### src/rtl/av_head_scheduler.sv
// av_head_scheduler: round-robin arbiter that lends one shared A*V multiply
// engine to NUM_HEADS attention heads. For each granted head it scans the
// attention matrix column by column, derives a precision code per column
// from the column's peak magnitude, launches the engine and acknowledges.
//
//   state  | meaning
//   -------+-----------------------------------------------------------
//   IDLE   | waiting for any request; grants and latches thresholds
//   SCAN   | column-major reads of the head's matrix, codes built
//   LAUNCH | one-cycle engine start pulse
//   WAIT   | waiting for engine done, bounded by a timeout down-counter
//   ACK    | one-cycle ack to the granted head (err if timed out)
module av_head_scheduler #(
   parameter  int NUM_HEADS   = 4,
   parameter  int A_ROWS      = 8,
   parameter  int NUM_COLS    = 8,
   parameter  int TIMEOUT_CYC = 4096,
   localparam int HEAD_W      = $clog2(NUM_HEADS),
   localparam int ADDR_W      = (A_ROWS * NUM_COLS > 1) ? $clog2(A_ROWS * NUM_COLS) : 1
) (
   input  logic                    i_clk,
   input  logic                    i_rst,
   input  logic [NUM_HEADS-1:0]    i_req,
   output logic [NUM_HEADS-1:0]    o_ack,
   output logic                    o_err,
   output logic                    o_busy,
   input  logic [15:0]             i_thr_int4,
   input  logic [15:0]             i_thr_int8,
   output logic [HEAD_W-1:0]       o_rd_head,
   output logic [ADDR_W-1:0]       o_rd_addr,
   output logic                    o_rd_en,
   input  logic [15:0]             i_rd_data,
   output logic [HEAD_W-1:0]       o_eng_head,
   output logic [2*NUM_COLS-1:0]   o_precision_sel,
   output logic                    o_eng_start,
   input  logic                    i_eng_done
);

   localparam int ROW_W = (A_ROWS > 1) ? $clog2(A_ROWS) : 1;
   localparam int COL_W = (NUM_COLS > 1) ? $clog2(NUM_COLS) : 1;
   localparam int TMR_W = (TIMEOUT_CYC > 1) ? $clog2(TIMEOUT_CYC) : 1;

   localparam logic [2:0] S_IDLE   = 3'd0;
   localparam logic [2:0] S_SCAN   = 3'd1;
   localparam logic [2:0] S_LAUNCH = 3'd2;
   localparam logic [2:0] S_WAIT   = 3'd3;
   localparam logic [2:0] S_ACK    = 3'd4;

   logic [2:0]            r_state;
   logic [HEAD_W-1:0]     r_rr_ptr;
   logic [HEAD_W-1:0]     r_head;
   logic [15:0]           r_thr4;
   logic [15:0]           r_thr8;
   logic [ROW_W-1:0]      r_row;
   logic [COL_W-1:0]      r_col;
   logic [ADDR_W-1:0]     r_addr;
   logic                  r_issuing;
   logic                  r_cap_vld;
   logic [ROW_W-1:0]      r_cap_row;
   logic [COL_W-1:0]      r_cap_col;
   logic [15:0]           r_col_max;
   logic [2*NUM_COLS-1:0] r_prec;
   logic [TMR_W-1:0]      r_tmr;
   logic                  r_timeout;

   logic                  w_grant_vld;
   logic [HEAD_W-1:0]     w_grant;
   logic [15:0]           w_mag;
   logic [15:0]           w_new_max;
   logic [1:0]            w_code;

   function automatic logic [HEAD_W-1:0] rr_index(input logic [HEAD_W-1:0] ptr, input int off);
      int k;
      k = int'(ptr) + off;
      if (k >= NUM_HEADS) k = k - NUM_HEADS;
      return HEAD_W'(k);
   endfunction

   // Round-robin pick: lowest offset from the pointer wins, so scan offsets high to low.
   always_comb begin
      w_grant_vld = 1'b0;
      w_grant     = '0;
      for (int i = NUM_HEADS - 1; i >= 0; i--) begin
         if (i_req[rr_index(r_rr_ptr, i)]) begin
            w_grant_vld = 1'b1;
            w_grant     = rr_index(r_rr_ptr, i);
         end
      end
   end

   // Saturating magnitude of the captured element, running column max and its code.
   always_comb begin
      if (i_rd_data == 16'h8000)
         w_mag = 16'h7FFF;
      else if (i_rd_data[15])
         w_mag = (~i_rd_data) + 16'd1;
      else
         w_mag = i_rd_data;

      if ((r_cap_row == '0) || (w_mag > r_col_max))
         w_new_max = w_mag;
      else
         w_new_max = r_col_max;

      if (w_new_max < r_thr4)
         w_code = 2'b00;
      else if (w_new_max < r_thr8)
         w_code = 2'b01;
      else
         w_code = 2'b10;
   end

   // Main sequencer: grant, scan/capture pipeline, launch, timed wait, acknowledge.
   always_ff @(posedge i_clk) begin
      if (i_rst) begin
         r_state   <= S_IDLE;
         r_rr_ptr  <= '0;
         r_head    <= '0;
         r_thr4    <= '0;
         r_thr8    <= '0;
         r_row     <= '0;
         r_col     <= '0;
         r_addr    <= '0;
         r_issuing <= 1'b0;
         r_cap_vld <= 1'b0;
         r_cap_row <= '0;
         r_cap_col <= '0;
         r_col_max <= '0;
         r_prec    <= '0;
         r_tmr     <= '0;
         r_timeout <= 1'b0;
      end else begin
         r_cap_vld <= 1'b0;
         case (r_state)
            S_IDLE: begin
               if (w_grant_vld) begin
                  r_head    <= w_grant;
                  r_thr4    <= i_thr_int4;
                  r_thr8    <= i_thr_int8;
                  r_row     <= '0;
                  r_col     <= '0;
                  r_addr    <= '0;
                  r_issuing <= 1'b1;
                  r_timeout <= 1'b0;
                  r_state   <= S_SCAN;
               end
            end
            S_SCAN: begin
               if (r_issuing) begin
                  r_cap_vld <= 1'b1;
                  r_cap_row <= r_row;
                  r_cap_col <= r_col;
                  if (r_row == ROW_W'(A_ROWS - 1)) begin
                     r_row  <= '0;
                     r_col  <= r_col + COL_W'(1);
                     r_addr <= ADDR_W'(r_col) + ADDR_W'(1);
                     if (r_col == COL_W'(NUM_COLS - 1)) r_issuing <= 1'b0;
                  end else begin
                     r_row  <= r_row + ROW_W'(1);
                     r_addr <= r_addr + ADDR_W'(NUM_COLS);
                  end
               end
               if (r_cap_vld) begin
                  r_col_max <= w_new_max;
                  if (r_cap_row == ROW_W'(A_ROWS - 1)) begin
                     r_prec[2*r_cap_col +: 2] <= w_code;
                     if (r_cap_col == COL_W'(NUM_COLS - 1)) r_state <= S_LAUNCH;
                  end
               end
            end
            S_LAUNCH: begin
               r_tmr   <= TMR_W'(TIMEOUT_CYC - 1);
               r_state <= S_WAIT;
            end
            S_WAIT: begin
               if (i_eng_done) begin
                  r_state <= S_ACK;
               end else if (r_tmr == '0) begin
                  r_timeout <= 1'b1;
                  r_state   <= S_ACK;
               end else begin
                  r_tmr <= r_tmr - TMR_W'(1);
               end
            end
            S_ACK: begin
               r_rr_ptr <= (r_head == HEAD_W'(NUM_HEADS - 1)) ? '0 : r_head + HEAD_W'(1);
               r_state  <= S_IDLE;
            end
            default: r_state <= S_IDLE;
         endcase
      end
   end

   // Output decode; read address is forced to zero outside active reads.
   always_comb begin
      o_ack = '0;
      if (r_state == S_ACK) o_ack[r_head] = 1'b1;
      o_err           = (r_state == S_ACK) && r_timeout;
      o_busy          = (r_state != S_IDLE);
      o_rd_en         = (r_state == S_SCAN) && r_issuing;
      o_rd_addr       = o_rd_en ? r_addr : '0;
      o_rd_head       = r_head;
      o_eng_head      = r_head;
      o_precision_sel = r_prec;
      o_eng_start     = (r_state == S_LAUNCH);
   end

endmodule

### config.mk
export PLATFORM = sky130hd
export DESIGN_NAME = av_head_scheduler
export DESIGN_NICKNAME = d
export VERILOG_FILES = /design/src/rtl/av_head_scheduler.sv
export SDC_FILE = /design/constraint.sdc
export NUM_CORES = 1
export LEC_CHECK = 0
export ABC_CLOCK_PERIOD_IN_PS = 8600
export CELL_PAD_IN_SITES_DETAIL_PLACEMENT = 1
export CELL_PAD_IN_SITES_GLOBAL_PLACEMENT = 1
export CORE_MARGIN = 2
export CORE_UTILIZATION = 41
export CTS_BUF_LIST = sky130_fd_sc_hd__clkbuf_2
export DETAILED_ROUTE_END_ITERATION = 10
export PLACE_DENSITY = 0.84
export SLEW_MARGIN = 20
export SYNTH_ARGS = -nofsm -noshare
export SYNTH_HDL_FRONTEND = slang
export SYNTH_SLANG_ARGS = --single-unit
### constraint.sdc
create_clock -name i_clk -period 8.6 [get_ports i_clk]
set_input_delay 0.86 -clock i_clk [delete_from_list [all_inputs] [get_ports i_clk]]
set_output_delay 0.86 -clock i_clk [all_outputs]
set_load 0.005 [all_outputs]
Yosys cells after proc, flatten, opt, wreduce, memory -nomap -nowiden. Cells that the tools add are included.

Shift-type cells: 2. Reduce and logical (&&, ||, !) cells: 22. Muxes and demuxes: 62. Eq/ne operators: 20. Add/sub/neg operators: 15. $lt $le $gt $ge: 13. Bitwise logic cells: 2.

Operators with widths (number): 2-to-1 mux 16 bit (3); negator 4 -> 34 bit (1); variable shift 2 x 34 -> 16 bit (first input constant) (1); indexed part select 2 x 34 -> 16 bit (1); 2-to-1 mux 3 bit (11); < comparator 16 bit (2); 2-to-1 mux 12 bit (2); 2-to-1 mux 6 bit (4); case mux 12 bit (2 select lines) (1); 2-to-1 mux 2 bit (11); != test 2 bit (second input constant) (9); 2-to-1 mux 1 bit (17); adder 16 x 1 -> 16 bit (second input constant) (1); bitwise mux 16 bit (1); == test 16 bit (second input constant) (1); greater-than comparator 16 bit (1); inverter 16 bit (1); == test 3 bit (second input constant) (5); < comparator 2 x 3 -> 1 bit (second input constant) (5); zero test 12 bit (1); case mux 3 bit (2 select lines) (2); case mux 3 bit (4 select lines) (1); case mux 6 bit (2 select lines) (1); subtractor 12 x 1 -> 12 bit (second input constant) (1); 29 further kinds (52).

Output and inout port bits: 34. Bits in registers: 104. Logic and storage cells: 152. Input port bits: 55.

Logic depth before layout (Yosys ltp).
Word-level depth: 12. Depth in mapped cells: 25.

Worst setup path after synthesis. OpenSTA, ideal clock, no wires.

Path type: in2reg. Start point: input port i_rd_data[5]. End point: register r_prec[10], in the netlist o_precision_sel[10]. Stages: 23. Setup time: 101 ps. Arrival: 6370 ps. Path buffers: 3. Path slack: 2129 ps. Path through: or4_1 or2_2 o41ai_1 xor2_1 nand2_1 ha_1 nand2_1 or4_4 a21oi_1 o21ba_4 buf_2 clkbuf_1 nor2_1 a21oi_1 inv_1 ha_1 a2111oi_0 o21ai_1 a221o_1 or4bb_1 o21ba_1 buf_6 o41ai_1.

Cells in the longest elaborated chain, start to end: 12. Elaborated cells between the ends (all ways): 14. Those cells by class: add/sub (1); order compare (3); eq/ne (1); shift (1); mux (6); bitwise (1); reduce/logical (1).

Ends and longest elaborated chain: start: declaration (line 32) `input logic [15:0] i_rd_data,`; inverter 16 bit (line 96) `w_mag = (~i_rd_data) + 16'd1;`; adder 16 x 1 -> 16 bit (line 96); 2-to-1 mux 16 bit (line 95) `else if (i_rd_data[15])`; 2-to-1 mux 16 bit * (line 93) `if (i_rd_data == 16'h8000)`; greater-than comparator 16 bit (line 100) `if ((r_cap_row == '0) || (w_mag > r_col_max))`; logical OR 1 bit (line 100); 2-to-1 mux 16 bit * (line 100); net w_new_max[11] (line 69) `logic [15:0] w_new_max;`; < comparator 16 bit (line 107) `else if (w_new_max < r_thr8)`; 2-to-1 mux 2 bit (line 107); 2-to-1 mux 2 bit * (line 105) `if (w_new_max < r_thr4)`; indexed part select 2 x 34 -> 16 bit * (line 166) `r_prec[2*r_cap_col +: 2] <= w_code;`; bitwise mux 16 bit * (line 166); end signal: indexed assignment (line 166); end: declaration (line 62) `logic [2*NUM_COLS-1:0] r_prec;`.

The timed path passes the listed nets; every way through them passes the cells marked *. A chain may end at the register's enable or synchronous reset.

Final worst setup path.
Start point: input port i_rd_data[3]. End point: register r_prec[13], in the netlist o_precision_sel[13].

Same word-level chain as after synthesis.

==> results.ini <==
[cells_and_area]
fillers = 1818
multi_input_area_mm2 = 0.003627
drive_above_1_share = 0.04982
layout.area.seq_mm2 = 0.002082
area_growth_pct = 17.95
nets = 955
final_cells = 1028

[clock_network]
post_cts_resized = 0
ctsHtreeMaxLevel = 3
postCtsSetupBuffers = 0
cts-buffers-inserted = 9
cts_tree = yes
ctsLongestPathBuffers = 2
cts_hold_buf = 0
cts.clk_slew.worst_paths_ns = 0.26
worstSkewPairLatency_ns = 0.63
numClockSinks = 104
cts-root-buf = clkbuf_2

[timing]
drv_slew = 0
setup_tns_ns = 0
rsz0062_at_grt = no
fin_skew_ns = 0.04259
relSlewSlack = 0.2974
min_period_over_period = 0.7761
hold_violations = 0
holdWs_ns = 0.4751
setup_viol = 0
worstMarginPinSlew_ns = 1.054
min_period_ns = 6.675
max_freq_ghz = 0.1498

[synth]
async_reset_ff_frac = 0
yosysWarnings = 0
synth_flop_cell = dfxtp_1
syn_nets = 887
netlist-cell-type-count = 58
synth_top_cell_by_area = dfxtp_1
avgSynthCellArea_um2 = 7.901
post-synth-top-count-cell = nand2_1
synth_top_area_frac = 0.3413
ys_ff_latch = 104
synth_edf_count = 0
synth.area.top_cells = dfxtp_1, ha_1, nand2_1
synthCells = 772
synthTopCellsByCount = nand2_1, dfxtp_1, a21oi_1, inv_1, ha_1
synth_area_mm2 = 0.006100
ys_seq_area_frac = 0.3413

[status]
outcome = finished, final reports clean

[placed_design]
gp_congestion = 0.8619
port_buffers = 88
dp.final_hpwl_um = 12920
dp.cells = 1013

[routing]
drc = 0
met2WireLength_um = 8003
vias = 5632
antenna_left = 0
wl_met1_um = 7861
drt_iter0_drc = 285
dr_wl_met3_um = 583
highest_layer = met4
wirelength_um = 16740
viasPerCell = 5.479
wire_per_inst_um = 16.28
dr.pass1.iters = 5

[global_route]
grt_pass1_vias = 5978
grt_pass1_wl_um = 28550
overflow = 0
grt_antenna_before_repair = 1
grtUsageTotal = 0.2171
grt_max_degree = 109

[worst_setup_path]
critPathMaxStageDelay_ns = 0.61
cp.arrival_ns = 7.19
crit_chain = clkdlybuf4s50_1, or4_1, nor4_2, nand2_1, nand2_1, ha_1, nand4_1, or4_4, a21oi_1, o21ba_4, nor2_1, a21oi_1, inv_1, ha_1, a2111oi_0, o21ai_1, a221o_1, or4bb_1, a21oi_1, o41ai_1
slowest_stage = or4_1
critPathKind = in2reg
cp-start-kind = primary input
worstPathMaxFanout = 22
path_common_cell = a21oi_1
critical_path_required_ns = 9.11
crit_path_end_kind = flop

[floorplanning]
io_pins = 89
die_x_um = 126.0
start_util = 0.4197
die_y_um = 126.0
die_area_mm2 = 0.01587
rows = 44
core_mm2 = 0.01453

[power_and_ir_drop]
p_per_area_mw_per_mm2 = 151.6
leakage_uw = 0.002684
peakVddDrop_mv = 0.08321

[worst_hold_path]
hp-class = reg2reg

[run]
cap_violations = 0

==> path summary, 6_finish.rpt <==
check / startpoint / to / slack [ns] / cells after the start
max: i_rd_data[3] / o_precision_sel[13] / 1.93 / 20
min reg2reg: r_thr8[12] / r_thr8[12] / 0.48 / 2
max reg2reg: r_col_max[15] / o_precision_sel[13] / 3.59 / 16
min: r_thr8[12] / r_thr8[12] / 0.48 / 2
==> report_power, final <==
group / internal [uW] / switching [uW] / total, uW
Sequential: 517 / 27.5 / 545
Clock: 65.3 / 166 / 232
Combinational: 129 / 186 / 314
Total: 712 / 379 / 1090
==> flip-flops by register name, summed over array words and instances, names as in the netlist, 6 cells and up <==
register	flops
o_precision_sel	16
r_addr	6
r_col_max	16
r_thr4	16
r_thr8	16
r_tmr	12
==> metrics by stage <==
step	utilization	total power, uW	instance area, um^2	setup WS (ns)
floorplan	-	757.2	6100	2.129
global placement	0.4878	846.5	7089	1.399
global route	0.4950	1169	7194	1.435
finish	0.4950	1091	7194	1.925
detailed placement	0.4878	868.2	7089	1.202
CTS	0.4948	1104	7192	1.923
==> layer usage <==
layer,track usage,up-vias
li1,-,2817
met1,0.2793,2701
met2,0.3681,90
met3,0.03696,24
met4,0.07563,0
met5,0,-
==> cells in the final DEF (no fill, tap or decap), drive strengths merged, types with 6 or more instances in the layout <==
cell | netlist | layout
nand2 | 139 | 139
dfxtp | 104 | 104
a21oi | 97 | 97
clkdlybuf4s50 | 0 | 87
inv | 65 | 67
ha | 60 | 60
nor2 | 44 | 44
nand3b | 19 | 19
o21ai | 18 | 18
nor3 | 15 | 15
or3 | 12 | 12
nand3 | 12 | 12
mux2 | 12 | 12
xnor2 | 11 | 11
o41ai | 10 | 10
o31ai | 10 | 10
clkbuf | 27 | 9
xor2 | 8 | 8
nand4 | 8 | 8
a211oi | 7 | 7
nor4 | 7 | 7
nand2b | 6 | 6
and2 | 6 | 6
and3 | 6 | 6
or4 | 6 | 6
==> area by class of cell <==
cell class | count | area share
flip-flops and latches | 104 | 0.2894
multi-input cells | 568 | 0.5042
inverters | 65 | 0.03391
clock inverters | 5 | 0.008000
well taps | 184 | 0.03200
repair buffers | 92 | 0.1259
clock buffers | 9 | 0.006261
diodes | 1 | 0.0003478
==> logic make-up after synthesis <==
family | count (synthesis) | synth area share
AO/OA/AOI/OAI | 174 | 0.1746
AND/OR/NAND/NOR | 298 | 0.2384
XOR/XNOR | 19 | 0.02728
buffers and inverters | 100 | 0.06441
adder cells (fa/ha/maj) | 60 | 0.1231
flip-flops | 104 | 0.3413
multiplexers | 17 | 0.03097
==> worst max-delay path, delay by kind of cell <==
| kind | cells | cell delay, ns |
|---|---|---|
| fa+ha+maj | 2 | 0.49 |
| compound gates | 8 | 2.32 |
| buf+inv | 2 | 0.59 |
| simple gates | 8 | 2.91 |
Power figures use the tool's default switching activity.
